<file path="config.mk">
export PLATFORM = sky130hd
export DESIGN_NAME = seq_divider
export DESIGN_NICKNAME = d
export VERILOG_FILES = /design/src/rtl/div_pkg.sv /design/src/rtl/adder.sv /design/src/rtl/div_step.sv /design/src/rtl/seq_divider.sv
export SDC_FILE = /design/constraint.sdc
export NUM_CORES = 1
export LEC_CHECK = 0
export CORE_ASPECT_RATIO = 0.75
export CORE_MARGIN = 4
export CORE_UTILIZATION = 46
export CTS_CLUSTER_DIAMETER = 40
export DETAILED_ROUTE_END_ITERATION = 7
export PLACE_DENSITY_LB_ADDON = 0.15
export SLEW_MARGIN = 20
export SYNTH_ARGS = -nofsm -noshare
export SYNTH_HDL_FRONTEND = slang
export SYNTH_HIERARCHICAL = 1
export SYNTH_SLANG_ARGS = --single-unit
</file>
<file path="constraint.sdc">
create_clock -name clk -period 23.3 [get_ports clk]
set_input_delay 4.66 -clock clk [delete_from_list [all_inputs] [get_ports clk]]
set_output_delay 4.66 -clock clk [all_outputs]
set_load 0.05 [all_outputs]
</file>
<file path="src/rtl/div_pkg.sv">
// div_pkg: shared FSM state type and counter sizing for the sequential divider
package div_pkg;

   typedef enum logic [1:0] {DIV_IDLE, DIV_BUSY, DIV_DONE} div_state_t;

   localparam int DIV_DEF_WIDTH = 64;

   function automatic int cnt_w(input int w);
      return $clog2(w);
   endfunction

endpackage

</file>
<file path="src/rtl/adder.sv">
// adder: W-bit ripple-carry adder with carry-in
module adder #(
   parameter int W = 8
) (
   input  logic [W-1:0] a,
   input  logic [W-1:0] b,
   input  logic         cin,
   output logic [W-1:0] sum
);

   logic [W-1:0] c;

   assign c[0] = cin;

   for (genvar i = 0; i < W; i++) begin : g_bit
      assign sum[i] = a[i] ^ b[i] ^ c[i];
      if (i < W - 1) begin : g_carry
         assign c[i+1] = (a[i] & b[i]) | (c[i] & (a[i] ^ b[i]));
      end
   end

endmodule

</file>
<file path="src/rtl/div_step.sv">
// div_step: one combinational restoring-division step (trial subtract via adder)
module div_step #(
   parameter int W = 8
) (
   input  logic [W-1:0] rem,
   input  logic         bin,
   input  logic [W-1:0] divisor,
   output logic [W-1:0] rem_n,
   output logic         qbit
);

   logic [W:0] trial;

   adder #(.W(W + 1)) u_add (
      .a  ({rem, bin}),
      .b  (~{1'b0, divisor}),
      .cin(1'b1),
      .sum(trial)
   );

   assign qbit  = ~trial[W];
   assign rem_n = qbit ? trial[W-1:0] : {rem[W-2:0], bin};

endmodule

</file>
<file path="src/rtl/seq_divider.sv">
// seq_divider: iterative restoring divider, valid/ready on both sides.
// Define DIV_SIGNED_EN to honour signed_op (truncating two's-complement divide).
module seq_divider
   import div_pkg::*;
#(
   parameter int WIDTH = DIV_DEF_WIDTH
) (
   input  logic             clk,
   input  logic             reset,
   input  logic             in_valid,
   output logic             in_ready,
   input  logic [WIDTH-1:0] dividend,
   input  logic [WIDTH-1:0] divisor,
   input  logic             signed_op,
   output logic             out_valid,
   input  logic             out_ready,
   output logic [WIDTH-1:0] quotient,
   output logic [WIDTH-1:0] remainder,
   output logic             div_by_zero
);

   localparam int CW = cnt_w(WIDTH);

   if (WIDTH <= 1) begin : g_bad_width
      $error("seq_divider: WIDTH must be > 1");
   end

   div_state_t       state, state_n;
   logic [CW-1:0]    cnt;
   logic [WIDTH-1:0] dvs, rem_step, q_step, q_fin, rem_fin, a_mag, d_mag;
   logic             qb, accept, last;

   assign accept = in_ready & in_valid;
   assign last   = (state == DIV_BUSY) && (cnt == '0);

   div_step #(.W(WIDTH)) u_step (
      .rem    (remainder),
      .bin    (quotient[WIDTH-1]),
      .divisor(dvs),
      .rem_n  (rem_step),
      .qbit   (qb)
   );

   assign q_step = {quotient[WIDTH-2:0], qb};

`ifdef DIV_SIGNED_EN
   logic sa, sd, qneg, rneg;
   always_comb begin
      sa      = signed_op & dividend[WIDTH-1];
      sd      = signed_op & divisor[WIDTH-1];
      a_mag   = sa ? -dividend : dividend;
      d_mag   = sd ? -divisor : divisor;
      q_fin   = (last && qneg) ? -q_step : q_step;
      rem_fin = (last && rneg) ? -rem_step : rem_step;
   end
   always_ff @(posedge clk) begin
      if (reset) begin
         qneg <= 1'b0;
         rneg <= 1'b0;
      end else if (accept) begin
         qneg <= sa ^ sd;
         rneg <= sa;
      end
   end
`else
   logic unused_signed;
   assign unused_signed = signed_op;
   assign a_mag         = dividend;
   assign d_mag         = divisor;
   assign q_fin         = q_step;
   assign rem_fin       = rem_step;
`endif

   always_comb begin
      in_ready  = (state == DIV_IDLE);
      out_valid = (state == DIV_DONE);
      state_n   = accept                               ? ((divisor == '0) ? DIV_DONE : DIV_BUSY) :
                  last                                 ? DIV_DONE :
                  (state == DIV_DONE && out_ready)     ? DIV_IDLE : state;
   end

   always_ff @(posedge clk) begin
      if (reset) begin
         state       <= DIV_IDLE;
         cnt         <= '0;
         quotient    <= '0;
         remainder   <= '0;
         div_by_zero <= 1'b0;
         dvs         <= '0;
      end else begin
         state <= state_n;
         if (accept) begin
            div_by_zero <= (divisor == '0);
            cnt         <= CW'(WIDTH - 1);
            dvs         <= d_mag;
            quotient    <= (divisor == '0) ? '1 : a_mag;
            remainder   <= (divisor == '0) ? dividend : '0;
         end else if (state == DIV_BUSY) begin
            cnt       <= cnt - 1'b1;
            quotient  <= q_fin;
            remainder <= rem_fin;
         end
      end
   end

endmodule

</file>
==> metrics.txt <==
Syn Area/Cell=9.130 um^2; Final setup viols=65; slew margin rel.=32.38%; total track usage=between 20 and 25%; P_leak=0.005370 uW; Via density=5.714; DRC Markers=0; Sw Share=a little under two fifths; clk buf depth=3; PortBufs=262; # IOs=264; Die Ht=142.7 um; violated checks=negative setup slack; Clock Skew=0.009875 ns; Clk pin slew, worst setup/hold paths=0.05 ns; Vias=10011; Seq/Total Area, Yosys=between 30% and 40%; Clk pwr share=24.8%; wire per inst=19.41 um; Psw=663.7 uW; Antenna Nets Post-Route=0; die area=26750 um^2; Fill cells=roughly 2000; Final Cycle Share=104.7%; Yosys Warn Count=6; Initial Util=approximately 48%; Final Hold Fails=0; Hold-fix buffers, CTS=0; Final min period=~24 ns; Unique masters post-synth=40; RSZ-0062 raised after global routing=yes; detailed placement HPWL=around 22 mm; Worst-Margin Slew=around 1.0 ns; Slew Viols, Final=0; crit path max fanout=8; flop2flop setup slack=-1.08 ns; Post-Synthesis Cells=1218; initial antenna violation count=2; most frequent CP cell=fa_2; Pre-antenna DRT Iters=5; Yosys reg bits=201; final total power=roughly 1700 uW; setup_tns=-66.89 ns; Final WS setup=-1.084 ns; first-pass GRT wire length=approximately 53 mm; H-tree Lvls=1; Peak VDD IR=0.00006727 V; most frequent cells in the layout=clkdlybuf4s50_1 (261), dfxtp_1 (199), nand2_1 (130); largest net degree at the start of global routing=approximately 110; internal power=~1100 uW; vias in the first global route=9500; Std-Cell Rows=48; Post-Syn Area=11120 um^2; power share of the sequential group=25.9%; f_max=0.04101 GHz; clock latency on the worst-skew pair=about 0.54 ns; Area Growth Syn to Fin=36.96%; Hold Crit Class=reg -> reg; nets@finish=1625; Logic pwr share=roughly 50%; max-cap violation count=0; commonest non-fill, non-tap cell in the layout=clkdlybuf4s50_1; outcome=complete, but fails checks; CP arrival=24.78 ns; CTS Buf Count=31; core area=23360 um^2; TritonCTS clock tree=yes; crit end category=flop; critical path startpoint category=flop; DR iter-0 viols=734; power per cell area=114.9 nW/um^2; GR Overflow Total=0; Slowest-stage cell, CP=xor3_4; clock root cell=clkbuf_16; Final Wtd Congestion=~0.79; WS Path Type=reg -> reg; layout cell share with drive strength beyond 1=19.79%; Die W=around 190 um; Worst path max stage delay=0.49 ns; Worst EP required=23.70 ns; final WL=34.00 mm; Sink Count=201
cell usage after synthesis:
master | count | share of area (%)
a211oi_1 | 1 | 0.068
a21oi_1 | 94 | 4.2
a21oi_2 | 40 | 3.2
a31o_2 | 1 | 0.079
and2_1 | 1 | 0.056
and3_1 | 1 | 0.056
buf_1 | 9 | 0.30
buf_2 | 6 | 0.27
buf_6 | 16 | 1.6
clkbuf_1 | 84 | 2.8
conb_1 | 1 | 0.034
dfxtp_1 | 201 | 36
fa_1 | 64 | 12
ha_1 | 2 | 0.22
inv_1 | 72 | 2.4
inv_2 | 1 | 0.034
mux2_2 | 15 | 1.5
mux2_4 | 49 | 6.6
nand2_1 | 131 | 4.4
nand2b_1 | 2 | 0.11
nand3_1 | 35 | 1.6
nand4_1 | 4 | 0.22
nor2_1 | 69 | 2.3
nor2b_1 | 1 | 0.056
nor3b_1 | 1 | 0.068
nor4_1 | 17 | 0.96
nor4b_1 | 1 | 0.079
o2111ai_1 | 31 | 2.4
o211ai_1 | 33 | 2.2
o21a_1 | 33 | 2.2
o21ai_0 | 96 | 4.3
o21ba_2 | 1 | 0.090
o21bai_1 | 1 | 0.068
o221ai_1 | 64 | 5.0
o22ai_1 | 32 | 1.8
or3_1 | 1 | 0.056
or4_1 | 1 | 0.068
xnor2_1 | 3 | 0.24
xor2_1 | 2 | 0.16
xor3_1 | 1 | 0.21
critical path, delay by kind of cell (launching register included):
kind / cells / cell delay, ns
multiplexers: 1 / 0.30
AO/OA/AOI/OAI: 2 / 0.28
flip-flops: 1 / 0.33
buffers and inverters: 5 / 0.48
adder cells (fa/ha/maj): 64 / 22.36
XOR/XNOR: 1 / 0.49
path summary, 6_finish.rpt:
kind / cells after the start / end / from
worst max-delay path: 73 / remainder[32] / dvs[0]
worst min-delay path: 2 / dvs[36] / dvs[36]
worst max register to register: 73 / remainder[32] / dvs[0]
worst min register to register: 2 / dvs[36] / dvs[36]
per-stage QoR:
step	instance area, um^2	hold WS (ns)	worst slack, ns	util [%]	std cells
2_1_floorplan	11270	0.4363	0.03626	-	1219
3_3_place_gp	13880	0.4424	-1.529	59.42	1684
3_5_place_dp	13880	0.4466	-1.532	59.42	1684
4_1_cts	15090	0.4537	-1.045	64.58	1748
5_1_grt	15230	0.4718	-1.526	65.19	1752
6_report	15230	0.4506	-1.084	65.19	1752
power by group through the flow:
stage               sequential, uW  clock [uW]  combinational, uW
finish                         454         433                862
detailed placement             460           0                753
global route                   463         455                918
CTS                            454         440                825
floorplan                      584           0                434
global placement               458           0                740
flip-flops by register name, indices dropped and copies added (netlist names):
register     cells
cnt              6
div_by_zero      1
dvs             64
quotient        64
remainder       64
state            2
cell families after synthesis:
family	synth area share (%)
xor+xnor	0.6076
simple gates	10.06
other cells	0.03372
flops	36.18
mux	8.135
compound gates	25.74
fa+ha+maj	11.75
buf+inv	7.493
metal layers:
metal,part of all wire (%),vias to the layer above,GRT usage [%]
met3,7.5,32,5.230
met1,46,4827,35.36
met4,1.4,0,5.019
li1,-,4797,-
met5,0,-,0
met2,45,355,37.00
final cells by class:
type	instances	area [um^2]	share of cell area, %
multi-input cells	830	6604	43.36
flip-flops and latches	201	4029	26.45
repair buffers	289	2957	19.41
clock buffers	40	880.8	5.783
well taps	300	375.4	2.464
inverters	73	276.5	1.815
clock inverters	17	103.9	0.6818
diodes	2	5.005	0.03286
timing repair:
item                       4_1_cts  5_1_grt
resized for setup               85       45
pin swaps                       20       39
setup endpoints to repair       65       65
buffers inserted                 4        2
gates cloned                     3        2
No activity file was read; power rests on OpenSTA's default activity.
